## src/rtl/ift_sram_rr_arbiter_if.sv

```systemverilog
// Core-side and SRAM-side bus bundle for ift_sram_rr_arbiter, with an IFT taint companion per signal.
// slave = arbiter view, master = requesters/SRAM environment view.
interface ift_sram_rr_arbiter_if #(
  parameter int unsigned NumReq = 2,
  parameter int unsigned Width  = 32,
  parameter int unsigned Aw     = 15
);
  logic [NumReq-1:0]            req_i,   req_i_taint;
  logic [NumReq-1:0]            write_i, write_i_taint;
  logic [NumReq-1:0][Aw-1:0]    addr_i,  addr_i_taint;
  logic [NumReq-1:0][Width-1:0] wdata_i, wdata_i_taint;
  logic [NumReq-1:0][Width-1:0] wmask_i, wmask_i_taint;
  logic [NumReq-1:0]            gnt_o,    gnt_o_taint;
  logic [NumReq-1:0]            rvalid_o, rvalid_o_taint;
  logic [Width-1:0]             rdata_o,  rdata_o_taint;
  logic                         sram_req_o,   sram_req_o_taint;
  logic                         sram_write_o, sram_write_o_taint;
  logic [Aw-1:0]                sram_addr_o,  sram_addr_o_taint;
  logic [Width-1:0]             sram_wdata_o, sram_wdata_o_taint;
  logic [Width-1:0]             sram_wmask_o, sram_wmask_o_taint;
  logic [Width-1:0]             sram_rdata_i, sram_rdata_i_taint;

  modport slave (
    input  req_i, req_i_taint, write_i, write_i_taint, addr_i, addr_i_taint,
           wdata_i, wdata_i_taint, wmask_i, wmask_i_taint, sram_rdata_i, sram_rdata_i_taint,
    output gnt_o, gnt_o_taint, rvalid_o, rvalid_o_taint, rdata_o, rdata_o_taint,
           sram_req_o, sram_req_o_taint, sram_write_o, sram_write_o_taint,
           sram_addr_o, sram_addr_o_taint, sram_wdata_o, sram_wdata_o_taint,
           sram_wmask_o, sram_wmask_o_taint
  );

  modport master (
    output req_i, req_i_taint, write_i, write_i_taint, addr_i, addr_i_taint,
           wdata_i, wdata_i_taint, wmask_i, wmask_i_taint, sram_rdata_i, sram_rdata_i_taint,
    input  gnt_o, gnt_o_taint, rvalid_o, rvalid_o_taint, rdata_o, rdata_o_taint,
           sram_req_o, sram_req_o_taint, sram_write_o, sram_write_o_taint,
           sram_addr_o, sram_addr_o_taint, sram_wdata_o, sram_wdata_o_taint,
           sram_wmask_o, sram_wmask_o_taint
  );
endinterface

```

## src/rtl/ift_sram_rr_arbiter.sv

```systemverilog
// Round-robin arbiter sharing one single-port tainted SRAM (1-cycle read latency) among NumReq requesters.
// Optional IFT_SRAM_ARB_CONSERVATIVE_GNT_EN: any tainted request taints all grants; sticky pointer taint.
module ift_sram_rr_arbiter #(
  parameter int unsigned NumReq    = 2,
  parameter int unsigned Width     = 32,
  parameter int unsigned Depth     = 1 << 15,
  parameter int unsigned NumTaints = 1
) (
  input logic                  clk_i,
  input logic                  rst_i,
  ift_sram_rr_arbiter_if.slave bus
);
  localparam int unsigned   Aw      = $clog2(Depth);
  localparam int unsigned   PtrW    = $clog2(NumReq);
  localparam logic [PtrW:0] NumReqW = (PtrW + 1)'(NumReq);

  if (NumReq < 2 || NumTaints != 1) begin : g_param_check
    $error("ift_sram_rr_arbiter: NumReq must be >= 2 and NumTaints must be 1");
  end

  logic [PtrW-1:0]   rr_ptr_q, rr_ptr_d;
  logic [PtrW-1:0]   resp_owner_q, resp_owner_d;
  logic              resp_valid_q, resp_valid_d;
  logic              resp_taint_q, resp_taint_d;
  logic              found, ahead_taint, rd_like;
  logic [PtrW-1:0]   winner, idx;
  logic [PtrW:0]     pos, pos_n;
  logic [NumReq-1:0] gnt, gnt_taint, rvalid, rvalid_taint;
  logic [Aw-1:0]     addr_mux, addr_taint_mux;
  logic [Width-1:0]  wdata_mux, wdata_taint_mux, wmask_mux, wmask_taint_mux;
  logic              write_mux, write_taint_mux, req_taint;

`ifdef IFT_SRAM_ARB_CONSERVATIVE_GNT_EN
  logic ptr_taint_q, ptr_taint_d;
`endif

  always_comb begin
    found       = 1'b0;
    ahead_taint = 1'b0;
    winner      = '0;
    idx         = '0;
    pos         = '0;
    // Requesters searched before the winner had req=0; their taint could have flipped the outcome.
    for (int unsigned k = 0; k < NumReq; k++) begin
      pos = {1'b0, rr_ptr_q} + (PtrW + 1)'(k);
      if (pos >= NumReqW) pos = pos - NumReqW;
      idx = pos[PtrW-1:0];
      if (!found) begin
        if (bus.req_i[idx]) begin
          found  = 1'b1;
          winner = idx;
        end else begin
          ahead_taint = ahead_taint | bus.req_i_taint[idx];
        end
      end
    end

    pos_n = {1'b0, winner} + (PtrW + 1)'(1);
    if (pos_n >= NumReqW) pos_n = '0;
    rr_ptr_d = found ? pos_n[PtrW-1:0] : rr_ptr_q;

    gnt = '0;
    if (found) gnt[winner] = 1'b1;

`ifdef IFT_SRAM_ARB_CONSERVATIVE_GNT_EN
    ptr_taint_d = ptr_taint_q | (found & (|bus.req_i_taint));
    gnt_taint   = (ptr_taint_q | (|bus.req_i_taint)) ? '1 : '0;
`else
    gnt_taint   = bus.req_i_taint;
`endif

    write_mux       = 1'b0;
    write_taint_mux = 1'b0;
    addr_mux        = '0;
    addr_taint_mux  = '0;
    wdata_mux       = '0;
    wdata_taint_mux = '0;
    wmask_mux       = '0;
    wmask_taint_mux = '0;
    req_taint       = ahead_taint;
    if (found) begin
      write_mux       = bus.write_i[winner];
      write_taint_mux = bus.write_i_taint[winner];
      addr_mux        = bus.addr_i[winner];
      addr_taint_mux  = bus.addr_i_taint[winner];
      wdata_mux       = bus.wdata_i[winner];
      wdata_taint_mux = bus.wdata_i_taint[winner];
      wmask_mux       = bus.wmask_i[winner];
      wmask_taint_mux = bus.wmask_i_taint[winner];
      req_taint       = ahead_taint | bus.req_i_taint[winner];
    end

    // A tainted write flag may really have been a read, so its response slot carries taint.
    rd_like      = found & (~write_mux | write_taint_mux);
    resp_valid_d = found & ~write_mux;
    resp_owner_d = rd_like ? winner : resp_owner_q;
    resp_taint_d = rd_like & (gnt_taint[winner] | write_taint_mux);

    rvalid       = '0;
    rvalid_taint = '0;
    if (resp_valid_q) rvalid[resp_owner_q]       = 1'b1;
    if (resp_taint_q) rvalid_taint[resp_owner_q] = 1'b1;
  end

  always_ff @(posedge clk_i) begin
    if (rst_i) begin
      rr_ptr_q     <= '0;
      resp_owner_q <= '0;
      resp_valid_q <= 1'b0;
      resp_taint_q <= 1'b0;
    end else begin
      rr_ptr_q     <= rr_ptr_d;
      resp_owner_q <= resp_owner_d;
      resp_valid_q <= resp_valid_d;
      resp_taint_q <= resp_taint_d;
    end
  end

`ifdef IFT_SRAM_ARB_CONSERVATIVE_GNT_EN
  always_ff @(posedge clk_i) begin
    if (rst_i) ptr_taint_q <= 1'b0;
    else       ptr_taint_q <= ptr_taint_d;
  end
`endif

  assign bus.gnt_o              = gnt;
  assign bus.gnt_o_taint        = gnt_taint;
  assign bus.rvalid_o           = rvalid;
  assign bus.rvalid_o_taint     = rvalid_taint;
  assign bus.rdata_o            = bus.sram_rdata_i;
  assign bus.rdata_o_taint      = bus.sram_rdata_i_taint | {Width{resp_taint_q}};
  assign bus.sram_req_o         = found;
  assign bus.sram_req_o_taint   = req_taint;
  assign bus.sram_write_o       = write_mux;
  assign bus.sram_write_o_taint = write_taint_mux;
  assign bus.sram_addr_o        = addr_mux;
  assign bus.sram_addr_o_taint  = addr_taint_mux;
  assign bus.sram_wdata_o       = wdata_mux;
  assign bus.sram_wdata_o_taint = wdata_taint_mux;
  assign bus.sram_wmask_o       = wmask_mux;
  assign bus.sram_wmask_o_taint = wmask_taint_mux;
endmodule

```

## src/flat_wrapper.sv

```systemverilog
// flat-port wrapper written by rule: the top's interface ports become plain ports
module ift_sram_rr_arbiter_flat 
#(
  parameter int unsigned NumReq    = 2,
  parameter int unsigned Width     = 32,
  parameter int unsigned Depth     = 1 << 15,
  parameter int unsigned NumTaints = 1
)
  (clk_i, rst_i, bus_req_i, bus_req_i_taint, bus_write_i, bus_write_i_taint, bus_addr_i, bus_addr_i_taint, bus_wdata_i, bus_wdata_i_taint, bus_wmask_i, bus_wmask_i_taint, bus_sram_rdata_i, bus_sram_rdata_i_taint, bus_gnt_o, bus_gnt_o_taint, bus_rvalid_o, bus_rvalid_o_taint, bus_rdata_o, bus_rdata_o_taint, bus_sram_req_o, bus_sram_req_o_taint, bus_sram_write_o, bus_sram_write_o_taint, bus_sram_addr_o, bus_sram_addr_o_taint, bus_sram_wdata_o, bus_sram_wdata_o_taint, bus_sram_wmask_o, bus_sram_wmask_o_taint);
  ift_sram_rr_arbiter_if #(.NumReq(NumReq), .Width(Width), .Aw(15)) bus_i ();
  input logic clk_i;
  input logic rst_i;
  input wire logic [$bits(bus_i.req_i)-1:0] bus_req_i;
  input wire logic [$bits(bus_i.req_i_taint)-1:0] bus_req_i_taint;
  input wire logic [$bits(bus_i.write_i)-1:0] bus_write_i;
  input wire logic [$bits(bus_i.write_i_taint)-1:0] bus_write_i_taint;
  input wire logic [$bits(bus_i.addr_i)-1:0] bus_addr_i;
  input wire logic [$bits(bus_i.addr_i_taint)-1:0] bus_addr_i_taint;
  input wire logic [$bits(bus_i.wdata_i)-1:0] bus_wdata_i;
  input wire logic [$bits(bus_i.wdata_i_taint)-1:0] bus_wdata_i_taint;
  input wire logic [$bits(bus_i.wmask_i)-1:0] bus_wmask_i;
  input wire logic [$bits(bus_i.wmask_i_taint)-1:0] bus_wmask_i_taint;
  input wire logic [$bits(bus_i.sram_rdata_i)-1:0] bus_sram_rdata_i;
  input wire logic [$bits(bus_i.sram_rdata_i_taint)-1:0] bus_sram_rdata_i_taint;
  output wire logic [$bits(bus_i.gnt_o)-1:0] bus_gnt_o;
  output wire logic [$bits(bus_i.gnt_o_taint)-1:0] bus_gnt_o_taint;
  output wire logic [$bits(bus_i.rvalid_o)-1:0] bus_rvalid_o;
  output wire logic [$bits(bus_i.rvalid_o_taint)-1:0] bus_rvalid_o_taint;
  output wire logic [$bits(bus_i.rdata_o)-1:0] bus_rdata_o;
  output wire logic [$bits(bus_i.rdata_o_taint)-1:0] bus_rdata_o_taint;
  output wire logic [$bits(bus_i.sram_req_o)-1:0] bus_sram_req_o;
  output wire logic [$bits(bus_i.sram_req_o_taint)-1:0] bus_sram_req_o_taint;
  output wire logic [$bits(bus_i.sram_write_o)-1:0] bus_sram_write_o;
  output wire logic [$bits(bus_i.sram_write_o_taint)-1:0] bus_sram_write_o_taint;
  output wire logic [$bits(bus_i.sram_addr_o)-1:0] bus_sram_addr_o;
  output wire logic [$bits(bus_i.sram_addr_o_taint)-1:0] bus_sram_addr_o_taint;
  output wire logic [$bits(bus_i.sram_wdata_o)-1:0] bus_sram_wdata_o;
  output wire logic [$bits(bus_i.sram_wdata_o_taint)-1:0] bus_sram_wdata_o_taint;
  output wire logic [$bits(bus_i.sram_wmask_o)-1:0] bus_sram_wmask_o;
  output wire logic [$bits(bus_i.sram_wmask_o_taint)-1:0] bus_sram_wmask_o_taint;
  assign bus_i.req_i = bus_req_i;
  assign bus_i.req_i_taint = bus_req_i_taint;
  assign bus_i.write_i = bus_write_i;
  assign bus_i.write_i_taint = bus_write_i_taint;
  assign bus_i.addr_i = bus_addr_i;
  assign bus_i.addr_i_taint = bus_addr_i_taint;
  assign bus_i.wdata_i = bus_wdata_i;
  assign bus_i.wdata_i_taint = bus_wdata_i_taint;
  assign bus_i.wmask_i = bus_wmask_i;
  assign bus_i.wmask_i_taint = bus_wmask_i_taint;
  assign bus_i.sram_rdata_i = bus_sram_rdata_i;
  assign bus_i.sram_rdata_i_taint = bus_sram_rdata_i_taint;
  assign bus_gnt_o = bus_i.gnt_o;
  assign bus_gnt_o_taint = bus_i.gnt_o_taint;
  assign bus_rvalid_o = bus_i.rvalid_o;
  assign bus_rvalid_o_taint = bus_i.rvalid_o_taint;
  assign bus_rdata_o = bus_i.rdata_o;
  assign bus_rdata_o_taint = bus_i.rdata_o_taint;
  assign bus_sram_req_o = bus_i.sram_req_o;
  assign bus_sram_req_o_taint = bus_i.sram_req_o_taint;
  assign bus_sram_write_o = bus_i.sram_write_o;
  assign bus_sram_write_o_taint = bus_i.sram_write_o_taint;
  assign bus_sram_addr_o = bus_i.sram_addr_o;
  assign bus_sram_addr_o_taint = bus_i.sram_addr_o_taint;
  assign bus_sram_wdata_o = bus_i.sram_wdata_o;
  assign bus_sram_wdata_o_taint = bus_i.sram_wdata_o_taint;
  assign bus_sram_wmask_o = bus_i.sram_wmask_o;
  assign bus_sram_wmask_o_taint = bus_i.sram_wmask_o_taint;
  ift_sram_rr_arbiter #(.NumReq(NumReq), .Width(Width), .Depth(Depth), .NumTaints(NumTaints)) u_core (.clk_i(clk_i), .rst_i(rst_i), .bus(bus_i));
endmodule
```

## config.mk

```make
export PLATFORM = sky130hd
export DESIGN_NAME = ift_sram_rr_arbiter_flat
export DESIGN_NICKNAME = d
export VERILOG_FILES = /design/src/rtl/ift_sram_rr_arbiter_if.sv /design/src/rtl/ift_sram_rr_arbiter.sv /design/src/flat_wrapper.sv
export SDC_FILE = /design/constraint.sdc
export NUM_CORES = 1
export LEC_CHECK = 0
export ABC_AREA = 1
export BUFFER_PORTS_ARGS = -buffer_cell sky130_fd_sc_hd__buf_2
export CAP_MARGIN = 15
export CORE_AREA = 2 2 245 247
export DETAILED_ROUTE_END_ITERATION = 10
export DIE_AREA = 0 0 247 249
export GPL_TIMING_DRIVEN = 0
export HOLD_SLACK_MARGIN = 0.08
export PLACE_DENSITY_LB_ADDON = 0.05
export REMOVE_ABC_BUFFERS = 1
export SYNTH_ARGS = -nofsm -noshare
export SYNTH_HDL_FRONTEND = slang
export SYNTH_SLANG_ARGS = --single-unit
```

## constraint.sdc

```tcl
create_clock -name clk_i -period 1.8 [get_ports clk_i]
set_clock_uncertainty 0.1 [all_clocks]
set_input_delay 0.27 -clock clk_i [delete_from_list [all_inputs] [get_ports clk_i]]
set_output_delay 0.27 -clock clk_i [all_outputs]
set_load 0.005 [all_outputs]
```

---- Word level (Yosys, flattened, before mapping) ----
Cells that the tools add are included.
operators by class
  equality and inequality tests ........... 0
  bitwise operators ....................... 9
  divide/modulo/power cells ............... 0
  reduce and logical (&&, ||, !) cells .... 2
  $mul .................................... 0
  mux-type cells .......................... 54
  magnitude comparators ................... 9
  add/sub/neg operators ................... 4
  shifts and indexed selects .............. 0
operators by type and width
  kind                                                                           count
  32-bit two-way mux                                                             12
  15-bit two-way mux                                                             6
  32-bit bitwise OR                                                              1
  1-bit two-way mux                                                              31
  1-bit by 2-bit less-than comparator with 1-bit output (second input constant)  4
  2-bit two-way mux                                                              3
  1-bit by 1-bit adder with 2-bit output (second input constant)                 2
  2-bit >= comparator (second input constant)                                    2
  1-bit bitwise OR                                                               4
  1-bit bitwise AND                                                              3
  1-bit demux with 1-bit select                                                  2
  1-bit >= comparator (second input constant)                                    2
  1-bit by 2-bit >= comparator with 1-bit output (second input constant)         1
  1-bit logical AND                                                              2
  1-bit subtractor (second input constant)                                       2
  1-bit inverter                                                                 1
storage, ports and cells
  bits in latches ......................... 0
  input port bits ......................... 390
  memory bits (read-only) ................. 0
  memory bits (writable) .................. 0
  bits in registers ....................... 4
  logic and storage cells ................. 82
  output and inout port bits .............. 234
  memories kept ........................... 0

---- Longest topological paths before layout ----
  word-level depth ........................ 14
  depth in mapped cells ................... 9
  gate-level depth less buffers ........... 9

---- Worst setup path before layout ----
Ideal clock, no wire load.
  path type ............................... reg-to-output
  start ................................... register u_core.rr_ptr_q
  end ..................................... output port bus_sram_wdata_o[10]
  path buffers ............................ 2
  data arrival time ....................... 1117 ps
  stages on the path, launching flop included .. 7
  slack ................................... 313 ps
  required time ........................... 1430 ps
  path through ............................ dfxtp_1 > nand2_1 > nand2_1 > inv_2 > buf_6 > buf_6 > a22o_1
on the way
  cells in the longest elaborated chain, start to end .. 10
  elaborated cells between the ends (all ways) .. 20
  classes of those cells .................. 3 x add/sub; 2 x order compare; 15 x mux
ends and longest elaborated chain
  element                                                               line                                                  text
  from (decl)                                                           ift_sram_rr_arbiter.sv:21                             logic [PtrW-1:0] rr_ptr_q, rr_ptr_d;
  from (signal assigned)                                                ift_sram_rr_arbiter.sv:112                            rr_ptr_q <= rr_ptr_d;
  1-bit by 1-bit adder with 2-bit output, or another cell as far along  ift_sram_rr_arbiter.sv:45                             pos = {1'b0, rr_ptr_q} + (PtrW + 1)'(k);
  2-bit >= comparator, or another cell as far along                     ift_sram_rr_arbiter.sv:46                             if (pos >= NumReqW) pos = pos - NumReqW;
  1-bit two-way mux, on equally long branches                           ift_sram_rr_arbiter.sv:46, ift_sram_rr_arbiter.sv:49
  1-bit two-way mux (implied by the code) (2 in series)                 ift_sram_rr_arbiter.sv:49                             if (bus.req_i[idx]) begin
  1-bit two-way mux                                                     ift_sram_rr_arbiter.sv:49
  1-bit two-way mux                                                     ift_sram_rr_arbiter.sv:48                             if (!found) begin
  32-bit two-way mux (implied by the code) (2 in series)                ift_sram_rr_arbiter.sv:86                             wdata_mux = bus.wdata_i[winner];
  32-bit two-way mux *                                                  ift_sram_rr_arbiter.sv:81                             if (found) begin
  to (decl)                                                             flat_wrapper.sv:37                                    output wire logic [$bits(bus_i.sram_wdata_o)-1:0] bus_sram_wdata_o;
Mark *: on every way between the ends. The rest lies on a longest branch, timed or not. The select of a mux whose other input is x is not followed.

---- Worst setup path in the final report ----
  start ................................... register u_core.rr_ptr_q
  end ..................................... output port bus_sram_wmask_o[18]
on the way
  cells in the longest elaborated chain, start to end .. 10
  elaborated cells between the ends (all ways) .. 20
  classes of those cells .................. 3 x add/sub; 2 x order compare; 15 x mux
ends and longest elaborated chain
  element                                                               line                                                  text
  1-bit by 1-bit adder with 2-bit output, or another cell as far along  ift_sram_rr_arbiter.sv:45
  2-bit >= comparator, or another cell as far along                     ift_sram_rr_arbiter.sv:46
  1-bit two-way mux, on equally long branches                           ift_sram_rr_arbiter.sv:46, ift_sram_rr_arbiter.sv:49
  1-bit two-way mux (implied by the code) (2 in series)                 ift_sram_rr_arbiter.sv:49
  1-bit two-way mux                                                     ift_sram_rr_arbiter.sv:49
  1-bit two-way mux                                                     ift_sram_rr_arbiter.sv:48
  32-bit two-way mux (implied by the code) (2 in series)                ift_sram_rr_arbiter.sv:88                             wmask_mux = bus.wmask_i[winner];
  32-bit two-way mux *                                                  ift_sram_rr_arbiter.sv:81
  to (decl)                                                             flat_wrapper.sv:39                                    output wire logic [$bits(bus_i.sram_wmask_o)-1:0] bus_sram_wmask_o;
Marks and branches as above.

==> metrics.md <==
| Metric | Value |
|---|---|
| Post-Syn Area | `roughly 2500 um^2` |
| Worst hold path class | `input port to flip-flop` |
| Share of layout cells above drive strength 1 | `slightly below 80%` |
| Post-Synth Simple-Gate Area | `13.1%` |
| Post-DP Area | `between 5000 and 6000 um^2` |
| Total grt overflow | `0` |
| Fraction of the mapped netlist area in adder cells | `0%` |
| Drc violations | `0` |
| Area grow syn2layout | `170%` |
| Cell family with most CP delay | `buffers and inverters` |
| R2R setup slack | `0.28 ns` |
| Failing checks | `setup timing` |
| Die Area | `slightly above 60000 um^2` |
| Post-synthesis sequential area ratio | `3.26%` |
| Nets | `approximately 1200` |
| H-tree levels | `1` |
| Chip width | `247 um` |
| Per-cell routed wire length | `between 15 and 20 um` |
| Fillers | `between 6000 and 7000` |
| RSZ-0062 raised after global routing | `yes` |
| Yosys cell types | `19` |
| Post-route cell area | `approximately 6600 um^2` |
| Reg clk slew, reported paths | `around 0.03 ns` |
| WP data required | `approximately 1.4 ns` |
| Final wirelength | `30.3 mm` |
| CTS tree | `built` |
| Vias in the first global route | `5117` |
| Clock Path Buffers | `2` |
| Crit Path Class | `flip-flop to output port` |
| Port Buf Inserts | `559` |
| Detailed Place HPWL | `between 20 and 25 mm` |
| First-pass GRT wire length | `around 40 mm` |
| CP max stage cell | `dfxtp_4` |
| GRT Total Usage | `a little under a tenth` |
| Routed vias | `4863` |
| Std-Cell Rows | `89` |
| Final TNS setup | `-7.20 ns` |
| Worst path bufs/invs | `5` |
| Pwr/cell area | `about 350 nW/um^2` |
| Worst slew margin | `between 60 and 70%` |
| Largest net degree at the start of global routing | `35` |
| Initial Utilization | `under 10%` |
| Post-synthesis mux area share | `0%` |
| CP startpoint kind | `flip-flop` |
| Io pins | `624` |
| Crit path cell chain | `inv_4 -> nand2_8 -> nand2_8 -> inv_16 -> buf_12 -> buf_16 -> a22o_1 -> buf_2` |
| Final worst-path cycle share | `106%` |
| Final hold slack | `roughly 0.18 ns` |
| Ranking of synthesized cells by area | `a22o_1, buf_4, buf_6` |
| FF+latch count, synth | `4` |
| Final Util | `between 10% and 20%` |
| XOR/XNOR share of the synthesized area | `0%` |
| Outcome | `finished with violations` |
| Area fraction in compound gates after synthesis | `between 50 and 60%` |
| Final hold violations | `0` |
| Synth Instances | `~310` |
| Worst-Skew Late Latency | `roughly 0.22 ns` |
| Syn avg cell area | `between 7 and 8 um^2` |
| Fmax | `between 0.5 and 0.6 GHz` |
| Minimum clock period | `about 1.9 ns` |
| Vias per cell | `roughly 3` |
| Count of final setup violators | `145` |
| CTS Buf Count | `3` |
| Crit path max fanout | `12` |
| Largest family of logic cells by synthesized area | `compound AO/OA/AOI/OAI gates` |
| Clock root buffer | `clkbuf_16` |
| Routability cong. | `around 0.7` |
| Die Y | `between 200 and 250 um` |
| Clock sinks | `4` |
| Worst EP arrival | `1.53 ns` |
| Crit end category | `output port` |
| Antenna violations before repair | `7` |
| Peak supply drop | `0.227 mV` |
| Final worst-path setup slack | `-0.101 ns` |
| YS warnings | `0` |
| First-pass iteration count of the detailed router | `4` |
| Routed Antenna Nets | `0` |
| Core area | `between 50000 and 60000 um^2` |
| Leakage power total | `approximately 3.6 nW` |
| Synth top area share | `between 50% and 60%` |
| Most common cell on crit path | `nand2_8` |
| Iteration-0 DRC count of the detailed router | `between 100 and 150` |
| Crit-path max cell delay | `0.35 ns` |
| Max cap viols | `0` |
| Top cell type by total area after synthesis | `a22o_1` |
| Fin. max-slew vios | `0` |
| Worst-Margin Slew | `0.459 ns` |
cells in the mapped netlist (all sizes together):
cell type / number
a22o: 158
nand3: 5
dfxtp: 4
nand2: 18
nor3: 2
or2: 32
a21oi: 4
clkbuf: 6
inv: 11
o211ai: 1
buf: 65
nor2: 4
o21ai: 2
flip-flops by register name, summed over array words and instances (netlist names):
| signal | count |
|---|---|
| u_core.resp_valid_q | 1 |
| u_core.resp_owner_q | 1 |
| u_core.rr_ptr_q | 1 |
| u_core.resp_taint_q | 1 |
worst reg2reg max path, stage by stage, from the launching register on:
cell	delay [ns]
dfxtp_4	0.35
inv_4	0.08
nand2_8	0.06
buf_4	0.14
buf_4	0.13
nand3_1	0.17
nand2_1	0.10
nand2_1	0.09
nand2_1	0.07
nand2_1	0.06
a21oi_1	0.05
power by group:
part,leakage (nW),internal (mW),switching [mW]
combinational,3.51,1.03,0.830
clock,0.0370,0.284,0.0613
sequential,0.0340,0.0964,0.0193
timing repair:
action,4_1_cts,5_1_grt
gates resized for setup,68,11
hold buffers,0,0
setup endpoints to repair,196,161
setup buffers,16,2
pin swaps,4,3
endpoints found under the hold margin,0,0
gates cloned,19,0
path summary, 6_finish.rpt:
path,start,end,cells past startpoint
max,u_core.rr_ptr_q,bus_sram_wmask_o[18],8
min,rst_i,u_core.rr_ptr_q,2
max reg2reg,u_core.rr_ptr_q,u_core.resp_owner_q,10
min reg2reg,u_core.resp_owner_q,u_core.resp_owner_q,2
per-stage QoR:
stage | instances | total power [mW] | setup slack (ns)
final | 1615 | 2.32 | -0.101
after floorplan | 241 | 0.665 | -0.645
after global routing | 1615 | 2.52 | -0.156
after detailed placement | 1575 | 1.65 | -0.751
after global placement | 1573 | 1.69 | -2.45
after CTS | 1613 | 2.39 | -0.133
layout make-up:
class | count | area [um^2] | share of cell area, %
Multi-Input combinational cell | 226 | 1840 | 27.8
Timing Repair Buffer | 591 | 3520 | 53.0
Clock buffer | 3 | 75.1 | 1.13
Timing Repair inverter | 5 | 70.1 | 1.06
Antenna cell | 2 | 5.00 | 0.0754
Sequential cell | 4 | 85.1 | 1.28
Tap cell | 773 | 967 | 14.6
Inverter | 11 | 76.3 | 1.15
routing by layer:
layer | vias to the layer above | global-route usage [%] | wire, um
li1 | 2259 | - | -
met1 | 2225 | 8.74 | 10100
met2 | 355 | 18.7 | 17000
met3 | 16 | 3.23 | 3050
met4 | 8 | 0.671 | 97
met5 | - | 0.238 | 55
kinds of logic after synthesis:
kind of cell,after synthesis
AO/OA/AOI/OAI,165
buffers and inverters,82
flip-flops,4
AND/OR/NAND/NOR,61
layout by cell type, fill, tap and decap left out, drive strengths merged:
cell type	n
nand2	18
a22o	158
o21ai	2
o211ai	1
nor2	4
buf	591
inv	16
clkbuf	3
dfxtp	4
nor3	2
diode	2
or2	32
nand3	5
a21oi	4
Power figures use the tool's default switching activity.
